## src/rtl/buzz_seq.sv

```systemverilog
// Buzzer sequencer: square-wave tone with programmable period, played as N timed beeps
// (or endlessly), plus a legacy continuous-tone mode while idle.
module buzz_seq #(
  parameter int unsigned DIV_W    = 16,
  parameter int unsigned TIME_W   = 16,
  parameter int unsigned REP_W    = 8,
  parameter int unsigned TICK_DIV = 50000
) (
  input  logic              clk,
  input  logic              rst,
  input  logic              start,
  input  logic              stop,
  input  logic              en_cont,
  input  logic [DIV_W-1:0]  tone_div,
  input  logic [TIME_W-1:0] on_ms,
  input  logic [TIME_W-1:0] off_ms,
  input  logic [REP_W-1:0]  repeats,
  output logic              buz,
  output logic              busy,
  output logic              done
);

  localparam int unsigned PRE_W = (TICK_DIV > 1) ? $clog2(TICK_DIV) : 1;
  localparam int unsigned HW    = DIV_W + 1;

  typedef enum logic [1:0] {StIdle, StOn, StOff} state_e;

  state_e            state;
  logic [DIV_W-1:0]  div_l, phase;
  logic [TIME_W-1:0] on_l, off_l, tick_cnt;
  logic [REP_W-1:0]  rep_l, beep_cnt;
  logic [PRE_W-1:0]  presc;

  logic              tick, on_last, off_last, last_beep;
  logic              seq_tone, idle_tone, seq_wrap, idle_wrap;
  logic [HW-1:0]     seq_half, idle_half;
  logic [TIME_W-1:0] on_end;
  logic [REP_W-1:0]  beep_next;

  assign busy = (state != StIdle);

  always_comb begin
    tick      = (presc == PRE_W'(TICK_DIV - 1));
    // Extra bit so all-ones tone_div does not overflow the +1.
    seq_half  = ({1'b0, div_l} + HW'(1)) >> 1;
    idle_half = ({1'b0, tone_div} + HW'(1)) >> 1;
    seq_tone  = (div_l != '0) && ({1'b0, phase} >= seq_half);
    idle_tone = (tone_div != '0) && ({1'b0, phase} >= idle_half);
    seq_wrap  = (phase >= div_l);
    idle_wrap = (phase >= tone_div);
    // on_ms = 0 still gives a one-tick beep.
    on_end    = (on_l == '0) ? '0 : on_l - TIME_W'(1);
    on_last   = tick && (tick_cnt == on_end);
    off_last  = tick && (tick_cnt == off_l - TIME_W'(1));
    beep_next = beep_cnt + REP_W'(1);
    last_beep = (rep_l != '0) && (beep_next == rep_l);
  end

  always_ff @(posedge clk or posedge rst) begin
    if (rst) begin
      state    <= StIdle;
      buz      <= 1'b0;
      done     <= 1'b0;
      div_l    <= '0;
      on_l     <= '0;
      off_l    <= '0;
      rep_l    <= '0;
      phase    <= '0;
      presc    <= '0;
      tick_cnt <= '0;
      beep_cnt <= '0;
    end else begin
      done <= 1'b0;
      unique case (state)
        StIdle: begin
          if (start && !stop) begin
            div_l    <= tone_div;
            on_l     <= on_ms;
            off_l    <= off_ms;
            rep_l    <= repeats;
            state    <= StOn;
            phase    <= '0;
            presc    <= '0;
            tick_cnt <= '0;
            beep_cnt <= '0;
            buz      <= 1'b0;
          end else if (en_cont) begin
            buz   <= idle_tone;
            phase <= idle_wrap ? '0 : phase + DIV_W'(1);
          end else begin
            buz   <= 1'b0;
            phase <= '0;
          end
        end
        StOn: begin
          if (stop) begin
            state <= StIdle;
            buz   <= 1'b0;
            phase <= '0;
          end else if (on_last) begin
            beep_cnt <= beep_next;
            presc    <= '0;
            tick_cnt <= '0;
            phase    <= '0;
            buz      <= 1'b0;
            if (last_beep) begin
              state <= StIdle;
              done  <= 1'b1;
            end else if (off_l == '0) begin
              state <= StOn;
            end else begin
              state <= StOff;
            end
          end else begin
            buz      <= seq_tone;
            phase    <= seq_wrap ? '0 : phase + DIV_W'(1);
            presc    <= tick ? '0 : presc + PRE_W'(1);
            tick_cnt <= tick ? tick_cnt + TIME_W'(1) : tick_cnt;
          end
        end
        StOff: begin
          buz <= 1'b0;
          if (stop) begin
            state <= StIdle;
            phase <= '0;
          end else if (off_last) begin
            state    <= StOn;
            phase    <= '0;
            presc    <= '0;
            tick_cnt <= '0;
          end else begin
            presc    <= tick ? '0 : presc + PRE_W'(1);
            tick_cnt <= tick ? tick_cnt + TIME_W'(1) : tick_cnt;
          end
        end
        default: begin
          state <= StIdle;
          buz   <= 1'b0;
        end
      endcase
    end
  end

endmodule

```

## config.mk

```make
export PLATFORM = sky130hd
export DESIGN_NAME = buzz_seq
export DESIGN_NICKNAME = d
export VERILOG_FILES = /design/src/rtl/buzz_seq.sv
export SDC_FILE = /design/constraint.sdc
export NUM_CORES = 1
export LEC_CHECK = 0
export BUFFER_PORTS_ARGS = -buffer_cell sky130_fd_sc_hd__buf_2
export CAP_MARGIN = 20
export CORE_MARGIN = 5
export CORE_UTILIZATION = 61
export CTS_BUF_LIST = sky130_fd_sc_hd__clkbuf_4
export CTS_CLUSTER_SIZE = 12
export DETAILED_ROUTE_END_ITERATION = 8
export GPL_TIMING_DRIVEN = 0
export PLACE_DENSITY = 0.79
export SLEW_MARGIN = 20
export SYNTH_ARGS = -nofsm -noshare
export SYNTH_HDL_FRONTEND = slang
export SYNTH_SLANG_ARGS = --single-unit
```

## constraint.sdc

```tcl
create_clock -name clk -period 4.6 [get_ports clk]
set_input_delay 0 -clock clk [delete_from_list [all_inputs] [get_ports clk]]
set_output_delay 0 -clock clk [all_outputs]
set_load 0.1 [all_outputs]
```

Word-level counts from Yosys, hierarchy flattened
Cells that the tools add are included.
{ "op_classes": {"mul": 0, "n_div": 0, "mux": 44, "magnitude_cmp": 4, "bitwise": 0, "add_sub_neg": 8, "n_reduce_logical": 21, "eq_ne": 12, "shift": 0} }
{ "ops": {"columns": ["cell", "n"], "rows": [
  ["16-bit two-way mux", 20],
  ["16-bit one-hot mux with 3 select lines", 3],
  ["16-bit >= comparator", 4],
  ["16-bit by 1-bit adder with 16-bit output (second input constant)", 3],
  ["16-bit by 1-bit adder with 17-bit output (second input constant)", 2],
  ["16-bit equality test", 2],
  ["16-bit zero test", 2],
  ["16-bit nonzero test", 2],
  ["16-bit by 1-bit subtractor with 16-bit output (second input constant)", 2],
  ["8-bit two-way mux", 3],
  ["16-bit equality test (second input constant)", 1],
  ["8-bit one-hot mux with 2 select lines", 1],
  ["2-bit two-way mux", 7],
  ["8-bit by 1-bit adder with 8-bit output (second input constant)", 1],
  ["8-bit equality test", 1],
  ["1-bit two-way mux", 8],
  ["2-bit != test (second input constant)", 4],
  ["4-bit AND reduction", 2],
  ["8-bit nonzero test", 1],
  ["1-bit logical AND", 6],
  ["3-bit != test (second input constant)", 2],
  ["2-bit one-hot mux with 3 select lines", 1],
  ["2-bit AND reduction", 2],
  ["2-bit nonzero test", 2],
  ["other kinds (7)", 7]
]} }
{ "totals": {"romBits": 0, "n_memories": 0, "ff_bits": 116, "word_cells": 100, "latchBits": 0, "out_inout_bits": 3, "input_bits": 61, "ram_bits": 0} }

Depth between registers and ports, before layout
{ "logic_depth": {"word_depth": 7, "depth_mapped": 13} }

Worst setup path after synthesis
Ideal clock, no wire load.
{ "synth_path": {"path_type": "reg-to-reg", "from": "reg on_l[0]", "to": "reg phase[8]", "arrival_time_ps": 3177, "setup_ps": 119, "setup_slack_ps": 1305, "path_buffers": 1, "period_less_slack_ps": 3295, "path_stages_with_launch": 13, "cell_sequence": "dfrtp_1 > inv_1 > ha_1 > nor3b_2 > nand2_1 > or4_1 > a211oi_1 > o32ai_1 > nor4_4 > nor4_1 > a211oi_2 > buf_4 > nor2_1"} }
{ "synth_via": {"elab_chain_len": 7, "elab_cells_between_ends": 8, "cone_classes": "add/sub: 1; eq/ne: 1; mux: 4; reduce/logical: 2"} }
{ "synth_rtl": {"columns": ["item", "line", "text"], "rows": [
  ["from (decl)", "30", "logic [TIME_W-1:0] on_l, off_l, tick_cnt;"],
  ["from (signal assigned)", "78", "on_l <= on_ms;"],
  ["16-bit by 1-bit subtractor with 16-bit output / 16-bit zero test (equally long branches)", "52", "on_end = (on_l == '0) ? '0 : on_l - TIME_W'(1);"],
  ["16-bit two-way mux (*)", "52", null],
  ["16-bit equality test (*)", "53", "on_last = tick && (tick_cnt == on_end);"],
  ["1-bit logical AND (*)", "53", null],
  ["16-bit two-way mux (*)", "100", "end else if (on_last) begin"],
  ["16-bit two-way mux (*)", "96", "if (stop) begin"],
  ["16-bit one-hot mux with 3 select lines (*)", "74", "unique case (state)"],
  ["to (signal assigned)", "89", "phase <= idle_wrap ? '0 : phase + DIV_W'(1);"],
  ["to (signal assigned)", "116", "phase <= seq_wrap ? '0 : phase + DIV_W'(1);"],
  ["to (decl)", "29", "logic [DIV_W-1:0] div_l, phase;"]
]} }
Mark *: on every way between the ends. The rest lies on a longest branch, timed or not.
A chain may end at the register's enable or synchronous reset.

Worst setup path after layout
{ "layout_path": {"from": "reg on_l[0]", "to": "reg beep_cnt[4]"} }
{ "layout_via": {"elab_chain_len": 6, "elab_cells_between_ends": 7, "cone_classes": "add/sub: 1; eq/ne: 2; mux: 1; reduce/logical: 3"} }
{ "layout_rtl": {"columns": ["item", "line", "text"], "rows": [
  ["16-bit by 1-bit subtractor with 16-bit output / 16-bit zero test (equally long branches)", "52", null],
  ["16-bit two-way mux (*)", "52", null],
  ["16-bit equality test (*)", "53", null],
  ["1-bit logical AND (*)", "53", null],
  ["2-bit != test (no line) (*)", null, null],
  ["4-bit AND reduction (no line) (*)", null, null],
  ["to (signal assigned)", "101", "beep_cnt <= beep_next;"],
  ["to (decl)", "31", "logic [REP_W-1:0] rep_l, beep_cnt;"]
]} }
Marked as above.

==> metrics <==
status finished clean; Filler Cell Count about 1.1k; final worst slack ~430 ps; Multi-input gate area roughly 0.0056 sq mm; via/cell ratio roughly 5.9; routed wire length approximately 22 mm; Arr. time, crit path between 4000 and 5000 ps; Cell Pwr Density 393 mW/mm^2; Total GRT Usage a little over a quarter; # clock sinks around 120; crit path kind reg -> reg; Worst setup EP type flip-flop; post-route ant nets 0; final period utilization 90.6%; Comb pwr share between 40% and 50%; sequential fraction of the synthesis area roughly 33%; Setup Viol. Count Final 0; RSZ-0062 raised after global routing no; Final Max Slew Viols 0; vias in the first global route 7,801; Period minus WS final 4170 ps; Critical Path Source Type flip-flop; Syn-to-layout area delta 16.7%; FP Rows 44; largest net degree at the start of global routing between 80 and 90; Mean Syn Cell Area between 8 and 9 sq um; DPL Wire Length between 15 and 20 mm; H-tree depth 4; Reg clk slew, reported paths between 100 and 150 ps; commonest non-fill, non-tap cells in the layout dfrtp_1 (116), nand2_1 (79), ha_1 (78); Sw Share between 40% and 50%; Post-synth top flop dfrtp_1; chip width between 100 and 150 um; Synth warnings 0; measured slew at the worst slew-check pin between 900 and 1000 ps; first-pass GRT wire length around 37 mm; core footprint around 0.014 sq mm; Final Skew 17.6 ps; most common cell after layout, fill and taps aside dfrtp_1; type of the tightest min-delay check in -> reg; setup TNS 0 ps; Clock Latency Late Sink 560 ps; clock buffer count from CTS 17; CTS Hold Bufs 62; Sw Pwr approximately 1700 uW; PortBufs 63; Worst EP required 5050 ps; Clk pwr share roughly 18%; RePlAce Congestion between 0.9 and 1; Cells after Synth about 1.0k; crit-path max FO 9; Root Buffer clkbuf_4; Post-synth EDFFs 0; Internal between 2000 and 2500 uW; VDD IR-drop max about 0.18 mV; Distinct cells, synth 73; syn nets approximately 1.1k; share of cells above drive strength 1 between 10% and 20%; Starting Density 61.9%; max_slew headroom 36.7%; max frequency between 200 and 250 MHz; Vias 7,965; die height 131 um; maxcap violations 0; register bit total from synthesis 116; postcts setup bufs 0; register area between 0.002 and 0.003 sq mm; TritonCTS clock tree yes; Hold WS about 190 ps; worst slack, placed roughly 630 ps; nets around 1.3k; Seq pwr share between 30% and 40%; leakage approximately 0.0046 uW; first-pass detailed-route iteration total 5; total congestion overflow 0; 1st-iter DRT viols 590; Mapped Area about 0.0089 sq mm; Async SR Flop Fraction 100%; initial antenna violation count 1; Tot Pwr 4090 uW; DRC violations left 0; # resized after CTS 0; Core Util, Final ~72%; number of top-level pins 64; Max Buffers Root-to-Sink 2; Die Area about 0.017 sq mm; Avg WL per Cell approximately 16 um; Hold Violations, Final 0
[synthesized netlist by cell type (5+ instances only)]
library cell  number  share of area, %
inv_1             62               2.6
nor3_1            37               2.1
a31oi_1            6              0.42
xor2_1            28               2.7
or3_1              8              0.56
nand2_1           79               3.3
or4_1              8              0.67
o31ai_1            6              0.50
nor4b_1            5              0.49
a21oi_1           33               1.9
mux2i_1           10               1.1
nor2b_1            7              0.49
o21ai_0           70               3.9
nand2b_1          12              0.84
mux2_2            43               5.4
a21o_1            25               2.1
dfrtp_1          116                33
nand3_1           44               2.5
ha_1              78                11
o2111ai_1          5              0.49
xnor2_1           75               7.4
nand4_1           26               1.8
nor2_1            67               2.8
nor4_1            20               1.4
and3_1            18               1.3
buf_1              8              0.34
clkbuf_1          23              0.97
[flip-flops by register name, indices dropped and copies added (netlist names)]
signal / flops
beep_cnt: 8
buz: 1
div_l: 16
done: 1
off_l: 16
on_l: 16
phase: 16
presc: 16
rep_l: 8
state: 2
tick_cnt: 16
[metal layers]
metal	up-vias	wire [um]	track usage (%)	share of wire [%]
li1	3893	-	-	-
met1	3770	9620	35.2	44
met2	238	10400	44.4	48
met3	64	1080	4.92	4.9
met4	0	803	12.7	3.7
met5	-	0	0	0
[final timing paths]
kind / start / end / slack [ps] / depth (start not counted)
min reg2reg: beep_cnt[7] / beep_cnt[7] / 500 / 1
max in group asynchronous: rst / div_l[6] / 3300 / 5
min in group asynchronous: rst / presc[5] / 580 / 4
max: on_l[0] / beep_cnt[4] / 430 / 12
min: off_ms[4] / off_l[4] / 190 / 3
max reg2reg: on_l[0] / beep_cnt[4] / 430 / 12
[critical path, stage by stage (launching register included)]
cell           delay (ps)
dfrtp_1               460
inv_1                 130
ha_1                  200
nor3b_2               540
nand2_1               140
or4_1                 610
a211oi_1              320
o32ai_1               180
nor4_4                440
nor2_1                120
nor3_1                180
dlygate4sd3_1         620
o22ai_1               110
[final cells by class]
type	count	area share [%]
multi-input combinational	782	53.9
sequential	116	27.9
timing repair buffer	126	9.25
buffer	41	1.77
inverter	62	2.28
clock inverter	13	1.31
clock buffer	19	1.37
antenna	2	0.0481
tap	184	2.21
[through the flow]
stage | cell area, sq um | instances
2_1_floorplan | 8920 | 1001
3_3_place_gp | 9470 | 1248
3_5_place_dp | 9500 | 1249
4_1_cts | 10400 | 1343
5_1_grt | 10400 | 1344
6_report | 10400 | 1345
[cell families after synthesis]
family | Yosys count | share of synthesized area, %
simple gates | 361 | 21.5
compound gates | 186 | 13.5
flops | 116 | 32.5
xor+xnor | 104 | 10.4
buf+inv | 103 | 4.67
fa+ha+maj | 78 | 10.9
mux | 53 | 6.55
[power groups by stage]
stage	Sequential, uW	Combinational, uW	Clock (uW)
after CTS	1560	1780	755
after floorplan	1480	1360	0
after global routing	1600	2000	790
after global placement	1570	1660	0
after detailed placement	1580	1720	0
final	1560	1790	739
No activity file was read; power rests on OpenSTA's default activity.
